File: src/rtl/wb_pkg.sv
// Shared write-back definitions: load-size encodings and the queue entry layout.
// Entry fields are sized for the widest supported configuration; the unit uses the low bits.
package wb_pkg;

    localparam logic [1:0] LD_BYTE = 2'd0;
    localparam logic [1:0] LD_HALF = 2'd1;
    localparam logic [1:0] LD_WORD = 2'd2;
    localparam logic [1:0] LD_FULL = 2'd3;

    localparam int WB_DST_MAX  = 8;
    localparam int WB_DATA_MAX = 64;

    typedef struct packed {
        logic [WB_DST_MAX-1:0]  dst;
        logic [WB_DATA_MAX-1:0] value;
    } wb_entry_t;

endpackage

File: src/rtl/wb_load_align.sv
// Load lane extraction: picks the byte/half/word lane addressed by addr_lo and extends it.
module wb_load_align
    import wb_pkg::*;
#(
    parameter int DATA_W = 32
) (
    input  logic [DATA_W-1:0]            mem,
    input  logic [$clog2(DATA_W/8)-1:0]  addr_lo,
    input  logic [1:0]                   size,
    input  logic                         sgn,
    output logic [DATA_W-1:0]            ld_out
);

    localparam int AW = $clog2(DATA_W/8);
    // Lane bit offsets: half/word offsets are the byte offset rounded down to their alignment.
    localparam logic [AW+2:0] H_MASK = ~(AW+3)'(15);
    localparam logic [AW+2:0] W_MASK = ~(AW+3)'(31);

    logic [AW+2:0] b_sh, h_sh, w_sh;
    logic [7:0]    b_lane;
    logic [15:0]   h_lane;
    logic [31:0]   w_lane;

    always_comb begin
        b_sh   = {addr_lo, 3'b000};
        h_sh   = b_sh & H_MASK;
        w_sh   = b_sh & W_MASK;
        b_lane = mem[b_sh +: 8];
        h_lane = mem[h_sh +: 16];
        w_lane = mem[w_sh +: 32];
    end

    always_comb begin
        ld_out = mem;
        case (size)
            LD_BYTE: ld_out = sgn ? DATA_W'($signed(b_lane)) : DATA_W'(b_lane);
            LD_HALF: ld_out = sgn ? DATA_W'($signed(h_lane)) : DATA_W'(h_lane);
            LD_WORD: ld_out = sgn ? DATA_W'($signed(w_lane)) : DATA_W'(w_lane);
            // At 32 bits the word lane already is the whole word, so full == word.
            default: ld_out = mem;
        endcase
    end

endmodule

File: src/rtl/wb_unit.sv
// Write-back unit: selects ALU or aligned load data, queues register writes in a small FIFO,
// drains one per cycle when the register file port is free, and answers forwarding queries.
module wb_unit
    import wb_pkg::*;
#(
    parameter int DATA_W = 32,
    parameter int DST_W  = 4,
    parameter int DEPTH  = 2
) (
    input  logic                         clk,
    input  logic                         rst,
    input  logic                         in_valid,
    output logic                         in_ready,
    input  logic [DST_W-1:0]             in_dst,
    input  logic [DATA_W-1:0]            in_alu_res,
    input  logic [DATA_W-1:0]            in_mem,
    input  logic                         in_mem_read,
    input  logic                         in_wb_en,
    input  logic [1:0]                   in_ld_size,
    input  logic                         in_ld_signed,
    input  logic [$clog2(DATA_W/8)-1:0]  in_addr_lo,
    input  logic                         wb_ready,
    output logic [DST_W-1:0]             WB_Dest,
    output logic                         WB_en_out,
    output logic [DATA_W-1:0]            WB_Value,
    input  logic [DST_W-1:0]             q_dst,
    output logic                         q_hit,
    output logic [DATA_W-1:0]            q_value,
    output logic [$clog2(DEPTH):0]       occupancy
);

    localparam int PW = $clog2(DEPTH);
    localparam logic [PW:0] FULL = (PW+1)'(DEPTH);

    logic [PW-1:0]          rd_ptr_q, rd_ptr_d, wr_ptr_q, wr_ptr_d;
    logic [PW:0]            occ_q, occ_d;
    logic [DEPTH-1:0]       vld_q, vld_d;
    wb_entry_t [DEPTH-1:0]  ent_q, ent_d;

    wb_entry_t              head, enq_ent;
    logic [DATA_W-1:0]      ld_val;
    logic                   push, pop, empty;
    logic [PW-1:0]          idx;
    logic                   unused_ok;

    wb_load_align #(.DATA_W(DATA_W)) u_align (
        .mem     (in_mem),
        .addr_lo (in_addr_lo),
        .size    (in_ld_size),
        .sgn     (in_ld_signed),
        .ld_out  (ld_val)
    );

    // Upper struct bits are always zero in narrower configurations.
    assign unused_ok = ^ent_q;

    always_comb begin
        empty     = (occ_q == '0);
        in_ready  = (occ_q != FULL);
        head      = ent_q[rd_ptr_q];
        WB_en_out = ~empty & wb_ready;
        WB_Dest   = empty ? '0 : head.dst[DST_W-1:0];
        WB_Value  = empty ? '0 : head.value[DATA_W-1:0];
        occupancy = occ_q;
        push      = in_valid & in_ready & in_wb_en;
        pop       = WB_en_out;
        enq_ent.dst   = WB_DST_MAX'(in_dst);
        enq_ent.value = WB_DATA_MAX'(in_mem_read ? ld_val : in_alu_res);
    end

    always_comb begin
        rd_ptr_d = rd_ptr_q + PW'(pop);
        wr_ptr_d = wr_ptr_q + PW'(push);
        vld_d    = vld_q;
        ent_d    = ent_q;
        occ_d    = occ_q;
        case ({push, pop})
            2'b10:   occ_d = occ_q + 1'b1;
            2'b01:   occ_d = occ_q - 1'b1;
            default: occ_d = occ_q;
        endcase
        if (pop) vld_d[rd_ptr_q] = 1'b0;
        if (push) begin
            vld_d[wr_ptr_q] = 1'b1;
            ent_d[wr_ptr_q] = enq_ent;
        end
    end

    // Scan oldest to youngest so the youngest matching entry overrides earlier ones.
    always_comb begin
        q_hit   = 1'b0;
        q_value = '0;
        idx     = '0;
        for (int k = 0; k < DEPTH; k++) begin
            idx = rd_ptr_q + PW'(k);
            if (vld_q[idx] && ent_q[idx].dst == WB_DST_MAX'(q_dst)) begin
                q_hit   = 1'b1;
                q_value = ent_q[idx].value[DATA_W-1:0];
            end
        end
    end

    always_ff @(posedge clk or negedge rst) begin
        if (!rst) begin
            rd_ptr_q <= '0;
            wr_ptr_q <= '0;
            occ_q    <= '0;
            vld_q    <= '0;
            ent_q    <= '0;
        end else begin
            rd_ptr_q <= rd_ptr_d;
            wr_ptr_q <= wr_ptr_d;
            occ_q    <= occ_d;
            vld_q    <= vld_d;
            ent_q    <= ent_d;
        end
    end

endmodule

File: config.mk
export PLATFORM = sky130hd
export DESIGN_NAME = wb_unit
export DESIGN_NICKNAME = d
export VERILOG_FILES = /design/src/rtl/wb_pkg.sv /design/src/rtl/wb_load_align.sv /design/src/rtl/wb_unit.sv
export SDC_FILE = /design/constraint.sdc
export NUM_CORES = 1
export LEC_CHECK = 0
export ABC_AREA = 1
export CORE_ASPECT_RATIO = 1.25
export CORE_UTILIZATION = 35
export DETAILED_ROUTE_END_ITERATION = 16
export PLACE_DENSITY = 0.6
export REMOVE_ABC_BUFFERS = 1
export SETUP_SLACK_MARGIN = 0.15
export SYNTH_ARGS = -nofsm -noshare
export SYNTH_HDL_FRONTEND = slang
export SYNTH_SLANG_ARGS = --single-unit
File: constraint.sdc
create_clock -name clk -period 2 [get_ports clk]
set_input_delay 0.4 -clock clk [delete_from_list [all_inputs] [get_ports clk]]
set_output_delay 0.4 -clock clk [all_outputs]
set_load 0.05 [all_outputs]
==> results of run 1 <==
## cells by family after synthesis
logic type	synth area share [%]
AND/OR/NAND/NOR	40.43
AO/OA/AOI/OAI	14.61
buffers and inverters	11.92
flip-flops	32.00
XOR/XNOR	0.4308
adder cells (fa/ha/maj)	0.6155
## path summary, 6_finish.rpt
path / slack (ps) / end / cells after the start / start
worst min register to register: 480 / ent_q[85]$_DFFE_PN0P_ / 2 / ent_q[85]$_DFFE_PN0P_
worst min-delay path: 480 / ent_q[9]$_DFFE_PN0P_ / 2 / rst
max in group asynchronous: 910 / ent_q[24]$_DFFE_PN0P_ / 3 / rst
worst max register to register: 270 / occupancy[1]$_DFFE_PN0P_ / 7 / occupancy[0]$_DFFE_PN0P_
min in group clk: 480 / ent_q[85]$_DFFE_PN0P_ / 2 / ent_q[85]$_DFFE_PN0P_
worst max-delay path: -650 / q_value[26] / 9 / rd_ptr_q$_DFF_PN0_
## what timing repair did
action	4_1_cts	5_1_grt
setup buffers	11	8
hold buffers	1	0
hold endpoints to repair	15	0
pin swaps	19	56
endpoints found under the setup margin	70	102
gates resized for setup	166	112
cloned	13	4
## power by group through the flow
stage / Clock [mW] / Sequential, mW / Combinational, mW
after detailed placement: 0 / 2.90 / 10.1
after global routing: 1.90 / 3.02 / 14.3
after floorplan: 0 / 3.01 / 5.73
after global placement: 0 / 2.87 / 10.0
final: 1.79 / 2.92 / 13.5
after CTS: 1.82 / 2.86 / 12.3
## critical path, stage by stage (launching register included)
cell     delay, ps
dfrtp_4        550
buf_8          170
buf_6          120
buf_12         140
buf_6          120
buf_16         140
o21ai_0        220
nand4_1        190
nand2_2        120
buf_6          160
## registers in the layout (all words and copies together) (netlist names)
name	count
wr_ptr_q	1
vld_q	2
rd_ptr_q	1
occupancy	2
ent_q	72
## layer usage
layer	track usage [%]	up-vias	share of wire, %
met3	3.735	40	5.0
li1	-	3387	-
met4	7.688	0	2.6
met1	32.55	3263	42
met5	0	-	0
met2	43.88	252	50
## stage by stage
step | instance area (um^2) | setup TNS, ps | setup WS, ps | utilization (%)
finish | 10040 | -26780 | -651.2 | 59.38
global route | 10040 | -30970 | -707.3 | 59.38
CTS | 9413 | -24750 | -584.3 | 55.66
detailed placement | 8192 | -13960 | -471.2 | 48.44
global placement | 8192 | -12790 | -458.0 | 48.44
floorplan | 5728 | -240780 | -3212 | -
## cell type report
type	count	area, um^2	share of cell area (%)
clock inverters	4	70.07	0.6978
well taps	220	275.3	2.741
inverters	94	355.3	3.539
clock buffers	12	246.5	2.455
flip-flops and latches	78	1958	19.50
repair buffers	237	3141	31.28
multi-input cells	698	3995	39.79
## cells in the final DEF (no fill, tap or decap), drive strengths merged, types with 2 or more instances in the layout
cell           instances
inv                   94
o21ai                131
nor2                  44
nand4                 33
a21oi                 36
bufbuf                 3
clkbuf                16
nand2                330
dfrtp                 78
ha                     3
nand3                 98
bufinv                 2
xnor2                  2
or2                   17
clkinv                 2
buf                  147
clkdlybuf4s50         80
==> results.md, run 1 <==
## Worst setup path
• **worst-path maximum fanout** 7
• **required time of the worst setup path** 1600 ps
• **kind of critical path** register to primary output
• **Worst setup SP type** register
• **Arrival @ worst endpoint** 2250 ps
• **element type at the critical path end** primary output

## Power
• **Cell Int Power** 9.055 mW
• **Peak VDD IR** 923.5 uV
• **sequential group share of total power** 16.1%
• **P per Cell Area** 1812 nW/um^2
• **total power of the final layout** 18.19 mW
• **NetSw** 9.135 mW
• **clock power share** 9.9%
• **leakage power summed over all cells** 4.808 nW
• **logic gate share of total power** 74.1%
• **Switching Share** 50.22%

## Floorplan
• **placeable core region** 16910 um^2
• **starting density of the core** 36.07%
• **total die area** 17960 um^2
• **horizontal die dimension** 120.1 um
• **Core Rows** 53
• **number of ports placed on the die boundary** 156
• **floorplan die height** 149.6 um

## Clock network
• **clock tree from TritonCTS** done
• **H-tree depth reported by CTS** 3
• **number of CTS-inserted buffers** 9
• **clock network latency to the later pin of the worst-skew pair** 340 ps
• **post-CTS clock slew at the launch and capture registers of the worst setup and hold paths** 60 ps
• **Sinks on Clock Net** 78
• **CTS Root Cell** clkbuf_16
• **number of buffers between clock root and the deepest sink** 2

## Yosys
• **post-synthesis instance area** 6100 um^2
• **Cells after Synth** 935
• **flip-flop cell with the highest count after synthesis** dfrtp_1
• **dominant cell by count in the synthesized netlist** nand2_1
• **count of unique library cells instantiated by Yosys** 33
• **average cell area after synthesis** 6.524 um^2
• **commonest cells in the netlist** 321 x nand2_1, 117 x o21ai_0, 90 x inv_1
• **number of enable flip-flop cells after synthesis** 0
• **dominant cell type by area after synthesis** dfrtp_1
• **proportion of synthesized flip-flops having asynchronous set or reset** 100.0%
• **top cell type's share of synthesized area** 32.00%
• **sequential cell area fraction in the yosys report** 32.00%
• **top post-synthesis cells by area** dfrtp_1 32%, nand2_1 20%, o21ai_0 9.6%, inv_1 5.5%, nand3_1 5.4%
• **post-synthesis register bit count** 78
• **warning count from the yosys run** 0

## Placed design
• **# port buffers** 155
• **detailed-placement wirelength estimate** 14300 um
• **GPL Wtd Cong** 0.8177
• **Placed Instances** 1290

## STA
• **tightest slew margin relative to the limit** 67.71%
• **WHS** 475.4 ps
• **count of final max-slew check failures** 0
• **Post-Route Skew** 7.263 ps
• **Max Clk Rate** 0.3772 GHz
• **clock period minus worst slack** 2651 ps
• **final hold violation count** 0
• **count of endpoints failing setup in the final report** 64
• **worst slew pin tran** 486.3 ps
• **fin worst setup slack** -651.2 ps
• **final worst-path cycle share** 132.6%
• **unrepaired setup endpoints after global routing** yes

## Routing
• **overall via count from detail_route** 6942
• **total wire length after detailed routing** 23510 um
• **Routed wire per std cell** 17.51 um
• **post-route DRC violation count** 0
• **antenna viol nets, final** 0
• **length of the first detailed-routing pass in iterations** 5
• **routed vias/inst** 5.169
• **initial DRC count** 363

## Global route
• **maximum number of pins on one net before global-route repair** 40
• **number of antenna violations at the first check in global routing** 0
• **wire length of the first global-routing pass** 34890 um
• **Total GRT Usage** 25.41%
• **number of global-route vias before repair** 6569
• **total overflow reported by the global router** 0

## Finish
• **Layout area overhead** 64.62%
• **fraction of layout cells with a size suffix above 1** 29.92%
• **non-filler instance count after layout** 1343
• **antenna cell count** 0
• **Layout fillers** 1523
• **# nets final** 1204

## Outcome
• **result of the run** finished with violations
• **violated checks** negative setup slack

## Job
• **max-cap viol count** 0

## Min path
• **Hold Crit Class** primary input to async pin

Power figures use the tool's default switching activity.
==> run 2: changes to the inputs <==
--- a/config.mk
+++ b/config.mk
@@ -6,6 +6,7 @@
 export NUM_CORES = 1
 export LEC_CHECK = 0
 export ABC_AREA = 1
+export ABC_CLOCK_PERIOD_IN_PS = 2000
 export CORE_ASPECT_RATIO = 1.25
 export CORE_UTILIZATION = 35
 export DETAILED_ROUTE_END_ITERATION = 16
==> results of run 2 <==
The final DEF is identical to that of run 1; final timing and power are the same.
==> run 3: changes to the inputs <==
--- a/config.mk
+++ b/config.mk
@@ -6,11 +6,11 @@
 export NUM_CORES = 1
 export LEC_CHECK = 0
 export ABC_AREA = 1
-export ABC_CLOCK_PERIOD_IN_PS = 2000
 export CORE_ASPECT_RATIO = 1.25
-export CORE_UTILIZATION = 35
+export CORE_MARGIN = 2
+export CORE_UTILIZATION = 25
 export DETAILED_ROUTE_END_ITERATION = 16
-export PLACE_DENSITY = 0.6
+export PLACE_DENSITY = 0.46
 export REMOVE_ABC_BUFFERS = 1
 export SETUP_SLACK_MARGIN = 0.15
 export SYNTH_ARGS = -nofsm -noshare
==> run 3 against run 2 <==
Effect of this change: the flow still finishes with violations (negative setup slack); critical path depth rose by 3; sequential power barely moved; final cell count rose by 7.2%; critical path type unchanged; critical endpoint is now q_value[23]; highest routed layer unchanged.
==> results.md, run 3 (synthesis results as in run 1) <==
## Clock network
• **H-tree depth reported by CTS** 3, unchanged
• **clock tree from TritonCTS** done, unchanged
• **number of CTS-inserted buffers** 9, unchanged
• **number of hold-repair buffers added at the cts stage** 0, was 1
• **clock network latency to the later pin of the worst-skew pair** 350 ps, was 340 ps
• **Sinks on Clock Net** 78, unchanged
• **number of buffers between clock root and the deepest sink** 2, unchanged
• **post-CTS clock slew at the launch and capture registers of the worst setup and hold paths** 70 ps, was 60 ps
• **CTS Root Cell** clkbuf_16, unchanged

## STA
• **unrepaired setup endpoints after global routing** yes, unchanged
• **final worst-path cycle share** 132.5%, was 132.6%
• **Setup Total Neg Slack** -24650 ps, was -26780 ps
• **tightest slew margin relative to the limit** 63.99%, was 67.71%
• **count of final max-slew check failures** 0, unchanged
• **worst slew pin tran** 540.1 ps, was 486.3 ps
• **Max Clk Rate** 0.3774 GHz, was 0.3772 GHz
• **clock period minus worst slack** 2650 ps, was 2651 ps
• **fin worst setup slack** -649.7 ps, was -651.2 ps
• **Post-Route Skew** 12.66 ps, was 7.263 ps
• **count of endpoints failing setup in the final report** 67, was 64
• **final hold violation count** 0, unchanged

## Placed design
• **GPL Wtd Cong** 0.8125, was 0.8177
• **detailed-placement wirelength estimate** 16980 um, was 14300 um
• **Placed Instances** 1402, was 1290
• **worst slack after detailed placement** -460.6 ps, was -471.2 ps
• **# port buffers** 155, unchanged

## Routing
• **initial DRC count** 381, was 363
• **routed vias/inst** 4.658, was 5.169
• **antenna viol nets, final** 0, unchanged
• **length of the first detailed-routing pass in iterations** 5, unchanged
• **post-route DRC violation count** 0, unchanged
• **Routed wire per std cell** 16.71 um, was 17.51 um
• **overall via count from detail_route** 6708, was 6942
• **total wire length after detailed routing** 24070 um, was 23510 um

## Global route
• **Total GRT Usage** 19.00%, was 25.41%
• **wire length of the first global-routing pass** 37190 um, was 34890 um
• **number of antenna violations at the first check in global routing** 0, unchanged
• **maximum number of pins on one net before global-route repair** 65, was 40
• **total overflow reported by the global router** 0, unchanged
• **number of global-route vias before repair** 6794, was 6569

## Power
• **Peak VDD IR** 801.4 uV, was 923.5 uV
• **total power of the final layout** 17.06 mW, was 18.19 mW
• **leakage power summed over all cells** 4.658 nW, was 4.808 nW
• **P per Cell Area** 1730 nW/um^2, was 1812 nW/um^2

## Floorplan
• **number of ports placed on the die boundary** 156, unchanged
• **horizontal die dimension** 143.7 um, was 120.1 um
• **starting density of the core** 25.54%, was 36.07%
• **Core Rows** 63, was 53
• **total die area** 25670 um^2, was 17960 um^2
• **floorplan die height** 178.6 um, was 149.6 um
• **placeable core region** 23880 um^2, was 16910 um^2

## Finish
• **number of flip-flops in the largest register** 72, unchanged
• **antenna cell count** 0, unchanged
• **fraction of layout cells with a size suffix above 1** 30.04%, was 29.92%
• **Largest Register** ent_q, unchanged
• **most frequent cells in the layout** 277 x nand2_1, 89 x inv_1, 83 x o21ai_0, was 274 x nand2_1, 88 x inv_1, 85 x o21ai_0
• **most common library cell in the layout ignoring fill and taps** nand2_1, unchanged
• **Final Core Density** 41.29%, was 59.38%
• **Layout area overhead** 61.66%, was 64.62%
• **non-filler instance count after layout** 1440, was 1343
• **# nets final** 1196, was 1204

## Job
• **max-cap viol count** 0, unchanged

## Worst setup path
• **beginning of the critical path** rd_ptr_q$_DFF_PN0_, unchanged
• **Arrival @ worst endpoint** 2250 ps, about the same
• **kind of critical path** register to primary output, unchanged
• **worst-path maximum fanout** 8, was 7
• **launch instance of the worst register-to-register path** occupancy[0]$_DFFE_PN0P_, unchanged
• **slack of the worst reg-to-reg path** 340 ps, was 270 ps
• **required time of the worst setup path** 1600 ps, about the same
• **FF-to-FF path depth** 8, was 7
• **Worst R2R End** ent_q[1]$_DFFE_PN0P_, was occupancy[1]$_DFFE_PN0P_
• **Worst setup SP type** register, unchanged
• **element type at the critical path end** primary output, unchanged

## Outcome
• **violated checks** negative setup slack, unchanged
• **result of the run** finished with violations, unchanged

## Min path
• **Hold Crit Class** primary input to async pin, unchanged

run 3: changes by cell type in the layout (fill, tap and decap cells not counted), sizes merged:
cell / previous run / this run
bufinv: 2 / 0
dlygate4sd2: 1 / 0
buf: 147 / 145
clkinvlp: 0 / 3
dlygate4sd3: 1 / 0
clkbuf: 16 / 14
bufbuf: 3 / 0
run 3: worst max path at each step:
stage,to,slack (ps),depth (start not counted)
after floorplan,q_hit,-3210,6
after global placement,q_value[14],-440,9
after detailed placement,q_value[14],-460,9
after CTS,q_value[22],-650,11
after global routing,q_value[23],-750,11
final,q_value[23],-650,12
run 3: layer usage:
layer / vias up / global-route usage [%] / routed length, um
met2: 149 / 31.98 / 11680
met1: 3169 / 25.74 / 11000
met5: - / 0 / 0
met3: 23 / 2.765 / 992
met4: 0 / 4.208 / 392
li1: 3367 / - / -
run 3: critical path: stages (launching register included):
cell and delay [ps]:
dfrtp_4 500, buf_12 160, inv_12 80, nand2_1 70, nand3_2 70, nand2_2 60
nor2_4 180, nand3_4 160, buf_12 170, buf_16 150, nand3_2 80, nand2_2 60
buf_8 150
run 3: area by class of cell:
cell class | count | area, um^2
repair buffers | 229 | 2959
flip-flops and latches | 78 | 1957
multi-input cells | 698 | 3891
inverters | 94 | 367.9
clock inverters | 5 | 36.28
fillers | 2505 | 14020
clock buffers | 11 | 242.7
well taps | 325 | 406.6
run 3: report_power, final:
part	leakage [nW]	total [mW]	switching (mW)	internal, mW
Clock	0.128	1.57	0.693	0.875
Combinational	3.56	12.6	7.54	5.05
Sequential	0.967	2.90	0.564	2.33
run 3: timing repair:
item                                    CTS  global route
setup buffers                            14             2
resized for setup                       159           101
gates cloned                              4             2
endpoints found under the hold margin     0             0
pin swaps                                23            18
endpoints found under the setup margin   70            91
run 3: per-stage QoR:
stage                     cell area [um^2]  hold slack [ps]
after floorplan                       5728            104.4
after global placement                8413            414.8
after detailed placement              8413            418.3
after CTS                             9385            34.70
after global routing                  9861            47.39
final                                 9861            20.93
